## src/rtl/pipe_datapath_if.sv

```systemverilog
// Request/response bundle for pipe_datapath: issue-side handshake with operand
// selects, and the registered result handshake with flags.
interface pipe_datapath_if #(
  parameter int unsigned WIDTH = 32,
  parameter int unsigned NREG  = 4
);
  localparam int unsigned AW = $clog2(NREG);

  logic             in_valid;
  logic             in_ready;
  logic [2:0]       alu_ctrl;
  logic [AW-1:0]    addr1;
  logic [AW-1:0]    addr2;
  logic [AW-1:0]    addr3;
  logic             wr;
  logic             use_imm;
  logic [WIDTH-1:0] imm;
  logic             out_valid;
  logic             out_ready;
  logic [WIDTH-1:0] result;
  logic             zero;
  logic             overflow;

  modport master (
    output in_valid, alu_ctrl, addr1, addr2, addr3, wr, use_imm, imm, out_ready,
    input  in_ready, out_valid, result, zero, overflow
  );

  modport slave (
    input  in_valid, alu_ctrl, addr1, addr2, addr3, wr, use_imm, imm, out_ready,
    output in_ready, out_valid, result, zero, overflow
  );
endinterface

```

## src/rtl/pipe_datapath.sv

```systemverilog
// Two-stage register-file ALU pipeline: EX holds captured operands, OUT holds the
// registered result and flags; the register file is written when EX commits to OUT.
module pipe_datapath #(
  parameter int unsigned WIDTH = 32,
  parameter int unsigned NREG  = 4
) (
  input  logic            clk,
  input  logic            rst,
  pipe_datapath_if.slave  bus
);
  localparam int unsigned AW = $clog2(NREG);
  localparam int unsigned SW = $clog2(WIDTH);

  typedef enum logic [2:0] {
    OpAdd = 3'b000,
    OpSub = 3'b001,
    OpAnd = 3'b010,
    OpOr  = 3'b011,
    OpXor = 3'b100,
    OpSlt = 3'b101,
    OpSll = 3'b110,
    OpSrl = 3'b111
  } op_e;

  logic [WIDTH-1:0] rf_q [NREG];

  logic             ex_valid_q, ex_valid_d;
  op_e              ex_op_q, ex_op_d;
  logic [WIDTH-1:0] ex_a_q, ex_a_d;
  logic [WIDTH-1:0] ex_b_q, ex_b_d;
  logic             ex_wr_q, ex_wr_d;
  logic [AW-1:0]    ex_addr3_q, ex_addr3_d;

  logic             out_valid_q, out_valid_d;
  logic [WIDTH-1:0] result_q, result_d;
  logic             zero_q, zero_d;
  logic             ovf_q, ovf_d;

  logic             out_adv;
  logic             commit;
  logic             in_ready;
  logic             accept;

  logic [WIDTH-1:0] alu_res;
  logic             alu_ovf;
  logic [WIDTH-1:0] sum;
  logic [WIDTH-1:0] diff;
  logic [SW-1:0]    shamt;

  logic             fwd_a;
  logic             fwd_b;
  logic [WIDTH-1:0] opa;
  logic [WIDTH-1:0] opb;

  // Handshake: OUT drains or is empty; EX moves whenever OUT can take it.
  always_comb begin
    out_adv  = !out_valid_q || bus.out_ready;
    commit   = ex_valid_q && out_adv;
    in_ready = !ex_valid_q || out_adv;
    accept   = bus.in_valid && in_ready;
  end

  assign bus.in_ready  = in_ready;
  assign bus.out_valid = out_valid_q;
  assign bus.result    = result_q;
  assign bus.zero      = zero_q;
  assign bus.overflow  = ovf_q;

  // ALU on the EX-stage operands.
  always_comb begin
    alu_res = '0;
    alu_ovf = 1'b0;
    sum     = ex_a_q + ex_b_q;
    diff    = ex_a_q - ex_b_q;
    shamt   = ex_b_q[SW-1:0];
    unique case (ex_op_q)
      OpAdd: begin
        alu_res = sum;
        alu_ovf = (ex_a_q[WIDTH-1] == ex_b_q[WIDTH-1]) && (sum[WIDTH-1] != ex_a_q[WIDTH-1]);
      end
      OpSub: begin
        alu_res = diff;
        alu_ovf = (ex_a_q[WIDTH-1] != ex_b_q[WIDTH-1]) && (diff[WIDTH-1] != ex_a_q[WIDTH-1]);
      end
      OpAnd: alu_res = ex_a_q & ex_b_q;
      OpOr:  alu_res = ex_a_q | ex_b_q;
      OpXor: alu_res = ex_a_q ^ ex_b_q;
      OpSlt: alu_res = {{(WIDTH-1){1'b0}}, ($signed(ex_a_q) < $signed(ex_b_q))};
      OpSll: alu_res = ex_a_q << shamt;
      OpSrl: alu_res = ex_a_q >> shamt;
      default: alu_res = '0;
    endcase
  end

  // Operand read. The only write that can land on the accept edge is the EX
  // commit, so forwarding the EX result covers the same-edge write case.
  always_comb begin
    fwd_a = ex_valid_q && ex_wr_q && (ex_addr3_q == bus.addr1);
    fwd_b = ex_valid_q && ex_wr_q && !bus.use_imm && (ex_addr3_q == bus.addr2);
    opa   = fwd_a ? alu_res : rf_q[bus.addr1];
    if (bus.use_imm) begin
      opb = bus.imm;
    end else if (fwd_b) begin
      opb = alu_res;
    end else begin
      opb = rf_q[bus.addr2];
    end
  end

  // EX stage next state.
  always_comb begin
    ex_valid_d = ex_valid_q;
    ex_op_d    = ex_op_q;
    ex_a_d     = ex_a_q;
    ex_b_d     = ex_b_q;
    ex_wr_d    = ex_wr_q;
    ex_addr3_d = ex_addr3_q;
    if (accept) begin
      ex_valid_d = 1'b1;
      ex_op_d    = op_e'(bus.alu_ctrl);
      ex_a_d     = opa;
      ex_b_d     = opb;
      ex_wr_d    = bus.wr;
      ex_addr3_d = bus.addr3;
    end else if (commit) begin
      ex_valid_d = 1'b0;
    end
  end

  // OUT stage next state; result and flags only change on a commit.
  always_comb begin
    out_valid_d = out_valid_q;
    result_d    = result_q;
    zero_d      = zero_q;
    ovf_d       = ovf_q;
    if (commit) begin
      out_valid_d = 1'b1;
      result_d    = alu_res;
      zero_d      = (alu_res == '0);
      ovf_d       = alu_ovf;
    end else if (bus.out_ready) begin
      out_valid_d = 1'b0;
    end
  end

  always_ff @(posedge clk or negedge rst) begin
    if (!rst) begin
      ex_valid_q  <= 1'b0;
      ex_op_q     <= OpAdd;
      ex_a_q      <= '0;
      ex_b_q      <= '0;
      ex_wr_q     <= 1'b0;
      ex_addr3_q  <= '0;
      out_valid_q <= 1'b0;
      result_q    <= '0;
      zero_q      <= 1'b0;
      ovf_q       <= 1'b0;
    end else begin
      ex_valid_q  <= ex_valid_d;
      ex_op_q     <= ex_op_d;
      ex_a_q      <= ex_a_d;
      ex_b_q      <= ex_b_d;
      ex_wr_q     <= ex_wr_d;
      ex_addr3_q  <= ex_addr3_d;
      out_valid_q <= out_valid_d;
      result_q    <= result_d;
      zero_q      <= zero_d;
      ovf_q       <= ovf_d;
    end
  end

  always_ff @(posedge clk or negedge rst) begin
    if (!rst) begin
      for (int i = 0; i < int'(NREG); i++) begin
        rf_q[i] <= '0;
      end
    end else begin
      for (int i = 0; i < int'(NREG); i++) begin
        if (commit && ex_wr_q && (ex_addr3_q == AW'(i))) begin
          rf_q[i] <= alu_res;
        end
      end
    end
  end
endmodule

```

## src/flat_wrapper.sv

```systemverilog
// flat-port wrapper written by rule: the top's interface ports become plain ports
module pipe_datapath_flat 
#(
  parameter int unsigned WIDTH = 32,
  parameter int unsigned NREG  = 4
)
  (clk, rst, bus_in_valid, bus_alu_ctrl, bus_addr1, bus_addr2, bus_addr3, bus_wr, bus_use_imm, bus_imm, bus_out_ready, bus_in_ready, bus_out_valid, bus_result, bus_zero, bus_overflow);
  pipe_datapath_if #(.WIDTH(WIDTH), .NREG(NREG)) bus_i ();
  input  logic clk;
  input  logic rst;
  input wire logic [$bits(bus_i.in_valid)-1:0] bus_in_valid;
  input wire logic [$bits(bus_i.alu_ctrl)-1:0] bus_alu_ctrl;
  input wire logic [$bits(bus_i.addr1)-1:0] bus_addr1;
  input wire logic [$bits(bus_i.addr2)-1:0] bus_addr2;
  input wire logic [$bits(bus_i.addr3)-1:0] bus_addr3;
  input wire logic [$bits(bus_i.wr)-1:0] bus_wr;
  input wire logic [$bits(bus_i.use_imm)-1:0] bus_use_imm;
  input wire logic [$bits(bus_i.imm)-1:0] bus_imm;
  input wire logic [$bits(bus_i.out_ready)-1:0] bus_out_ready;
  output wire logic [$bits(bus_i.in_ready)-1:0] bus_in_ready;
  output wire logic [$bits(bus_i.out_valid)-1:0] bus_out_valid;
  output wire logic [$bits(bus_i.result)-1:0] bus_result;
  output wire logic [$bits(bus_i.zero)-1:0] bus_zero;
  output wire logic [$bits(bus_i.overflow)-1:0] bus_overflow;
  assign bus_i.in_valid = bus_in_valid;
  assign bus_i.alu_ctrl = bus_alu_ctrl;
  assign bus_i.addr1 = bus_addr1;
  assign bus_i.addr2 = bus_addr2;
  assign bus_i.addr3 = bus_addr3;
  assign bus_i.wr = bus_wr;
  assign bus_i.use_imm = bus_use_imm;
  assign bus_i.imm = bus_imm;
  assign bus_i.out_ready = bus_out_ready;
  assign bus_in_ready = bus_i.in_ready;
  assign bus_out_valid = bus_i.out_valid;
  assign bus_result = bus_i.result;
  assign bus_zero = bus_i.zero;
  assign bus_overflow = bus_i.overflow;
  pipe_datapath #(.WIDTH(WIDTH), .NREG(NREG)) u_core (.clk(clk), .rst(rst), .bus(bus_i));
endmodule
```

## config.mk

```make
export PLATFORM = sky130hd
export DESIGN_NAME = pipe_datapath_flat
export DESIGN_NICKNAME = d
export VERILOG_FILES = /design/src/rtl/pipe_datapath_if.sv /design/src/rtl/pipe_datapath.sv /design/src/flat_wrapper.sv
export SDC_FILE = /design/constraint.sdc
export NUM_CORES = 1
export LEC_CHECK = 0
export CORE_MARGIN = 1.5
export CORE_UTILIZATION = 35
export DETAILED_ROUTE_END_ITERATION = 12
export SLEW_MARGIN = 20
export SYNTH_ARGS = -nofsm -noshare
export SYNTH_HDL_FRONTEND = slang
export SYNTH_SLANG_ARGS = --single-unit
```

## constraint.sdc

```tcl
create_clock -name clk -period 8.8 [get_ports clk]
set_input_delay 1.32 -clock clk [delete_from_list [all_inputs] [get_ports clk]]
set_output_delay 1.32 -clock clk [all_outputs]
set_load 0.05 [all_outputs]
```

==> impl_metrics.yaml, run 1 <==
synthesis:
  syn_area_mm2: 0.0206
  synthArstFlopShare_pct: 100
  synthCells: 2227
  synth.net_count: 2373
  synthTopCellsByArea: "dfrtp_1 28%, mux4_2 13%, mux2_2 8.1%"
  synth_seq_cells: 234
  synth-main-ff-cell: "dfrtp_1"
  synth.top_cell.area_share_pct: 28.5
  synthDistinctLibCells: 86
  syn_area_per_cell_um2: 9.23
  synth_top_area_cell: "dfrtp_1"
  synth_edf_count: 0
  synth_warnings: 0
  ys_seq_area_share_pct: 28.5
clock_network:
  clock_latency_ns: 0.60
  cts_buffers: 29
  cts_tree: "yes"
  clock-root-buffer: "clkbuf_16"
  clock_path_buffers: 3
  clkTransAtPathRegs_ns: 0.07
  cts.htree.levels: 1
  cts_resized: 0
  hold_buffers: 0
  post_cts_buffers: 0
  cts_sinks: 234
place:
  dp_hpwl_um: 62700
  placed_area_mm2: 0.0219
  gp_routability_congestion: 1.02
  portBuffers: 82
critical_path:
  critPathRequiredTime_ns: 9.29
  critical_path_arrival_ns: 6.40
  rrSetupSlack_ns: 2.90
  max_stage_delay_ns: 0.88
  r2r_cells: 14
  slowest_stage: "dfrtp_4"
  r2r_end: "u_core.bus.zero"
  cpMostUsedCell: "or4_1"
  critPathCaptureType: "flop"
  crit_type: "reg -> reg"
  worstPathCellList: "inv_1 -> buf_4 -> ha_1 -> o21ba_2 -> nor4_1 -> o21ai_0 -> a31oi_1 -> o21ai_1 -> mux2i_1 -> a211oi_1 -> nand2_1 -> or4_1 -> or4_1 -> o31ai_2"
  crit_path_start_kind: "flop"
  r2r-start: "u_core.ex_b_q[1]"
  worstPathMaxFanout: 53
sta:
  period_needed_ns: 5.90
  relSlewSlack_pct: 16.6
  skew_ns: 0.0309
  hold_slack_ns: 0.479
  tightest_slew_ns: 1.24
  setup_viol: 0
  hold_viol: 0
  setup_tns_ns: 0
  max_freq_mhz: 169
  grt_setup_unrepaired: "no"
  drv_slew: 0
  period_share_pct: 67.1
routing:
  vias_per_cell: 6.50
  dr.pass1.iters: 9
  drcViolationCount: 0
  route.antenna.remaining_nets: 0
  wl_um: 86800
  vias: 19324
  drt_iter0_drc: 2341
  wl_per_cell_um: 29.2
die:
  pin_count: 83
  initial_utilization_pct: 35.5
  die_h_um: 245
  die_w_um: 245
  rows: 88
  die_area_mm2: 0.0602
  core_mm2: 0.0579
global_routing:
  grt_pass1_vias: 18564
  grt_use_total_pct: 28.5
  gr-total-overflow: 0
  antenna_found_initial: 1
  grt_pass1_wl_um: 128000
  grt_max_degree: 96
final_layout:
  layout-drive-gt1-share_pct: 18.5
  layout.nets: 2331
  syn_to_final_growth_pct: 11.3
  final_area_mm2: 0.0229
  fillers: 5841
min_path:
  min_from: "u_core.bus.result[23]"
  worstHoldEndpoint: "u_core.bus.result[23]"
  hold_class: "reg -> reg"
  min_path_cells: 2
pwr:
  power.density_mw_per_mm2: 397
  p_leak_nw: 9.29
  peakVddDrop_v: 0.000193
  total_power_mw: 9.08
run_status:
  status: "complete, no violations"
job:
  cap_violations: 0
## cells in the mapped netlist, types with 6 or more instances
library cell    n
buf_1          24
o21ai_0       156
mux4_2        120
xor2_1          8
or2_2           7
mux4_1          7
nor2b_1        16
buf_2          15
o221ai_1        6
o31ai_1        15
o211ai_1       49
nand2_1       213
nor3b_1         7
mux2i_1        65
and2_1          6
mux2_2        147
or3_1          16
buf_4           8
clkbuf_1      150
xnor2_1        18
a21o_1         14
or4_1          11
a21oi_1       177
a31o_2          6
ha_1           97
nand2b_1       17
a31oi_1        26
a211oi_1       27
o21bai_1       12
a221oi_1       10
and3_1          7
a211o_1        10
a311oi_1        6
o22ai_1        27
inv_1          93
dfrtp_1       234
nor4_1         13
nand4_1        10
nand3_1        36
nor2_1        160
nor3_1         39
o21a_1         16
a22oi_1        39
## how the worst max path moves through the flow
stage,startpoint,cells after the start,endpoint,slack (ns)
2_1_floorplan,u_core.ex_b_q[3],17,u_core.bus.zero,3.88
3_3_place_gp,u_core.ex_b_q[1],14,u_core.ex_a_q[27],2.94
3_5_place_dp,u_core.ex_b_q[1],14,u_core.bus.zero,3.00
4_1_cts,u_core.ex_b_q[1],14,u_core.bus.zero,2.99
5_1_grt,u_core.ex_b_q[1],14,u_core.bus.zero,2.53
6_report,u_core.ex_b_q[1],14,u_core.bus.zero,2.90
## worst max-delay path: cells and delay by family, from the launching register on
| family | cells | cell delay, ns |
|---|---|---|
| fa+ha+maj | 1 | 0.36 |
| simple gates | 4 | 1.76 |
| buf+inv | 2 | 0.36 |
| compound gates | 6 | 2.24 |
| flops | 1 | 0.88 |
| mux | 1 | 0.17 |
## logic make-up (layout without fill, tap and decap cells)
family	count (synthesis)	after routing	synth area share [%]
compound gates	655	655	20.3
xor+xnor	26	26	1.11
fa+ha+maj	99	99	6.10
buf+inv	297	277	5.81
flops	234	234	28.5
mux	340	340	25.3
other cells	0	1	0
simple gates	576	576	12.9
## flip-flops by register name (all words and copies together), names as in the netlist
register	count
u_core.ex_op_q	3
u_core.bus.overflow	1
u_core.ex_addr3_q	2
u_core.rf_q	128
u_core.ex_b_q	32
u_core.bus.out_valid	1
u_core.ex_wr_q	1
u_core.ex_valid_q	1
u_core.bus.zero	1
u_core.ex_a_q	32
u_core.bus.result	32
## area by class of cell
cell class,count,area (µm²),area share [%]
Multi-Input combinational cell,1696,13600,59.4
Sequential cell,234,5870,25.7
Timing Repair Buffer,128,1150,5.01
Tap cell,765,957,4.19
Clock buffer,43,848,3.71
Inverter,96,360,1.58
Clock inverter,10,105,0.460
Antenna cell,1,2.50,0.0109
## layout by cell type, fill, tap and decap left out, types with 29 or more instances in the layout
cell type	instances
o211ai_1	49
nand2_1	211
mux2_2	147
a22oi_1	39
mux2i_1	65
buf_4	46
nand3_1	35
o21ai_0	154
inv_1	93
a21oi_1	177
mux4_2	120
ha_1	97
clkbuf_16	29
nor2_1	159
dfrtp_1	229
clkdlybuf4s50_1	76
nor3_1	37
## report_power, final
group	switching (mW)	internal [mW]	total, mW	leakage (nW)
clock network	0.517	0.700	1.22	0.468
logic	3.48	2.16	5.64	5.88
registers	0.702	1.52	2.22	2.94
## routing by layer
layer	wire (µm)	global-route usage (%)	vias to the layer above	share of wire, %
met5	0	0	-	0
met4	3490	10.4	0	4.0
met3	7990	4.98	202	9.2
met2	37800	42.4	1079	44
met1	37500	41.1	9798	43
li1	-	-	8245	-
## per-stage QoR
stage          util, %  worst slack [ns]  instances
6_report          39.5              2.90       2973
5_1_grt           39.5              2.53       2972
4_1_cts           39.5              2.99       2972
3_5_place_dp      37.8              3.00       2919
3_3_place_gp      37.8              2.94       2919
2_1_floorplan        -              3.88       2227
(Power assumes the default switching activity.)
==> run 2, diff against run 1 <==
- clock period: 8.8 -> 5.2 ns (I/O delays scaled with it)
==> impl_metrics.yaml, run 2 (same netlist as run 1, synthesis figures left out) <==
place:
  gp_routability_congestion: 1.04
  dp_hpwl_um: 67400
  placed_area_mm2: 0.0226
  portBuffers: 82
  post-place-ws_ns: 0.463
  place_inst: 3011
final_layout:
  largest_register_ffs: 128
  ff_latch_area_mm2: 0.00587
  layout.nets: 2423
  fillers: 5810
  syn_to_final_growth_pct: 15.3
  multi_input_area_mm2: 0.0136
  final_cells: 3066
  final_cell_mix: "229 x dfrtp_1, 211 x nand2_1, 177 x a21oi_1"
  final_area_mm2: 0.0237
  layout_commonest_cell: "dfrtp_1"
  layout-drive-gt1-share_pct: 21.8
  regMostFlops: "u_core.rf_q"
clock_network:
  cts_buffers: 29
  clock_path_buffers: 3
  clock-root-buffer: "clkbuf_16"
  cts.htree.levels: 1
  post_cts_buffers: 0
  cts_resized: 0
  clock_latency_ns: 0.58
  cts_sinks: 234
  hold_buffers: 0
  cts_tree: "yes"
  clkTransAtPathRegs_ns: 0.07
sta:
  grt_setup_unrepaired: "no"
  period_needed_ns: 4.82
  setup_ws_ns: 0.379
  hold_viol: 0
  max_freq_mhz: 207
  hold_slack_ns: 0.255
  relSlewSlack_pct: 30.8
  period_share_pct: 92.7
  setup_viol: 0
  setup_tns_ns: 0
  drv_slew: 0
  skew_ns: 0.0149
  tightest_slew_ns: 1.03
pwr:
  seq_power_share_pct: 21.3
  peakVddDrop_v: 0.000340
  power.density_mw_per_mm2: 685
  power.switching_mw: 8.22
  switching_share_pct: 50.7
  pwr-share-comb_pct: 65.0
  internal-power_mw: 8.00
  p_leak_nw: 9.79
  pwr-share-clk_pct: 13.7
die:
  pin_count: 83
  die_area_mm2: 0.0602
  die_h_um: 245
  rows: 88
  initial_utilization_pct: 35.5
  die_w_um: 245
  core_mm2: 0.0579
global_routing:
  grt_pass1_vias: 19062
  grt_use_total_pct: 29.7
  antenna_found_initial: 2
  gr-total-overflow: 0
  grt_pass1_wl_um: 133000
  grt_max_degree: 137
routing:
  drt_iter0_drc: 1964
  dr_wl_met2_um: 40400
  vias: 19519
  top_layer: "met5"
  drt-met1-wl_um: 40100
  wl_um: 90500
  drcViolationCount: 0
  route.antenna.remaining_nets: 0
  wl_per_cell_um: 29.5
  vias_per_cell: 6.37
  dr.pass1.iters: 7
  met3WireLength_um: 6860
critical_path:
  critical_path_arrival_ns: 5.32
  critPathRequiredTime_ns: 5.70
  crit_type: "reg -> reg"
  crit_path_start_kind: "flop"
  worstPathMaxFanout: 19
  rrSetupSlack_ns: 0.38
  critPathCaptureType: "flop"
min_path:
  hold_class: "in -> async"
job:
  cap_violations: 0
run_status:
  status: "complete, no violations"
run 2: critical path, cell delays in order, from the launching register on:
cell and delay (ns):
dfrtp_4 0.62, mux2i_1 0.57, mux2i_1 0.42, a22o_1 0.31, a221o_1 0.32, a211o_1 0.27, or4_1 0.54, nor4_2 0.25
nand4b_1 0.20, or4_1 0.46, or4_1 0.54, o31ai_2 0.22
run 2: cell type report:
| class | instances | share of cell area, % |
|---|---|---|
| multi-input combinational | 1696 | 57.3 |
| sequential | 234 | 24.8 |
| timing repair buffer | 220 | 7.96 |
| tap | 765 | 4.04 |
| clock buffer | 42 | 3.61 |
| inverter | 96 | 1.52 |
| clock inverter | 11 | 0.771 |
| antenna | 2 | 0.0211 |
run 2: path summary, 6_finish.rpt:
check,startpoint,endpoint,depth (start not counted)
min in group clk,u_core.bus.result[19],u_core.bus.result[19],2
worst min-delay path,rst,u_core.rf_q[37],1
worst max register to register,u_core.ex_b_q[1],u_core.bus.zero,11
max in group asynchronous,rst,u_core.ex_a_q[23],2
worst min register to register,u_core.bus.result[19],u_core.bus.result[19],2
worst max-delay path,u_core.ex_b_q[1],u_core.bus.zero,11
run 2: through the flow:
stage | utilization [%] | power, mW
2_1_floorplan | - | 9.68
3_3_place_gp | 39.1 | 13.6
3_5_place_dp | 39.1 | 13.7
4_1_cts | 40.9 | 16.0
5_1_grt | 40.9 | 17.0
6_report | 40.9 | 16.2
run 2: metal layers:
metal  vias to the layer above  global-route usage [%]
met5                         -                       0
met2                       965                    45.9
met3                       178                    4.29
li1                       8427                       -
met1                      9945                    42.5
met4                         4                    9.86
run 2: power groups by stage:
stage	Sequential, mW	Combinational [mW]	Clock, mW
after floorplan	3.42	6.26	0
after CTS	3.41	10.3	2.26
final	3.45	10.5	2.22
after detailed placement	3.44	10.2	0
after global placement	3.37	10.2	0
after global routing	3.53	11.1	2.34
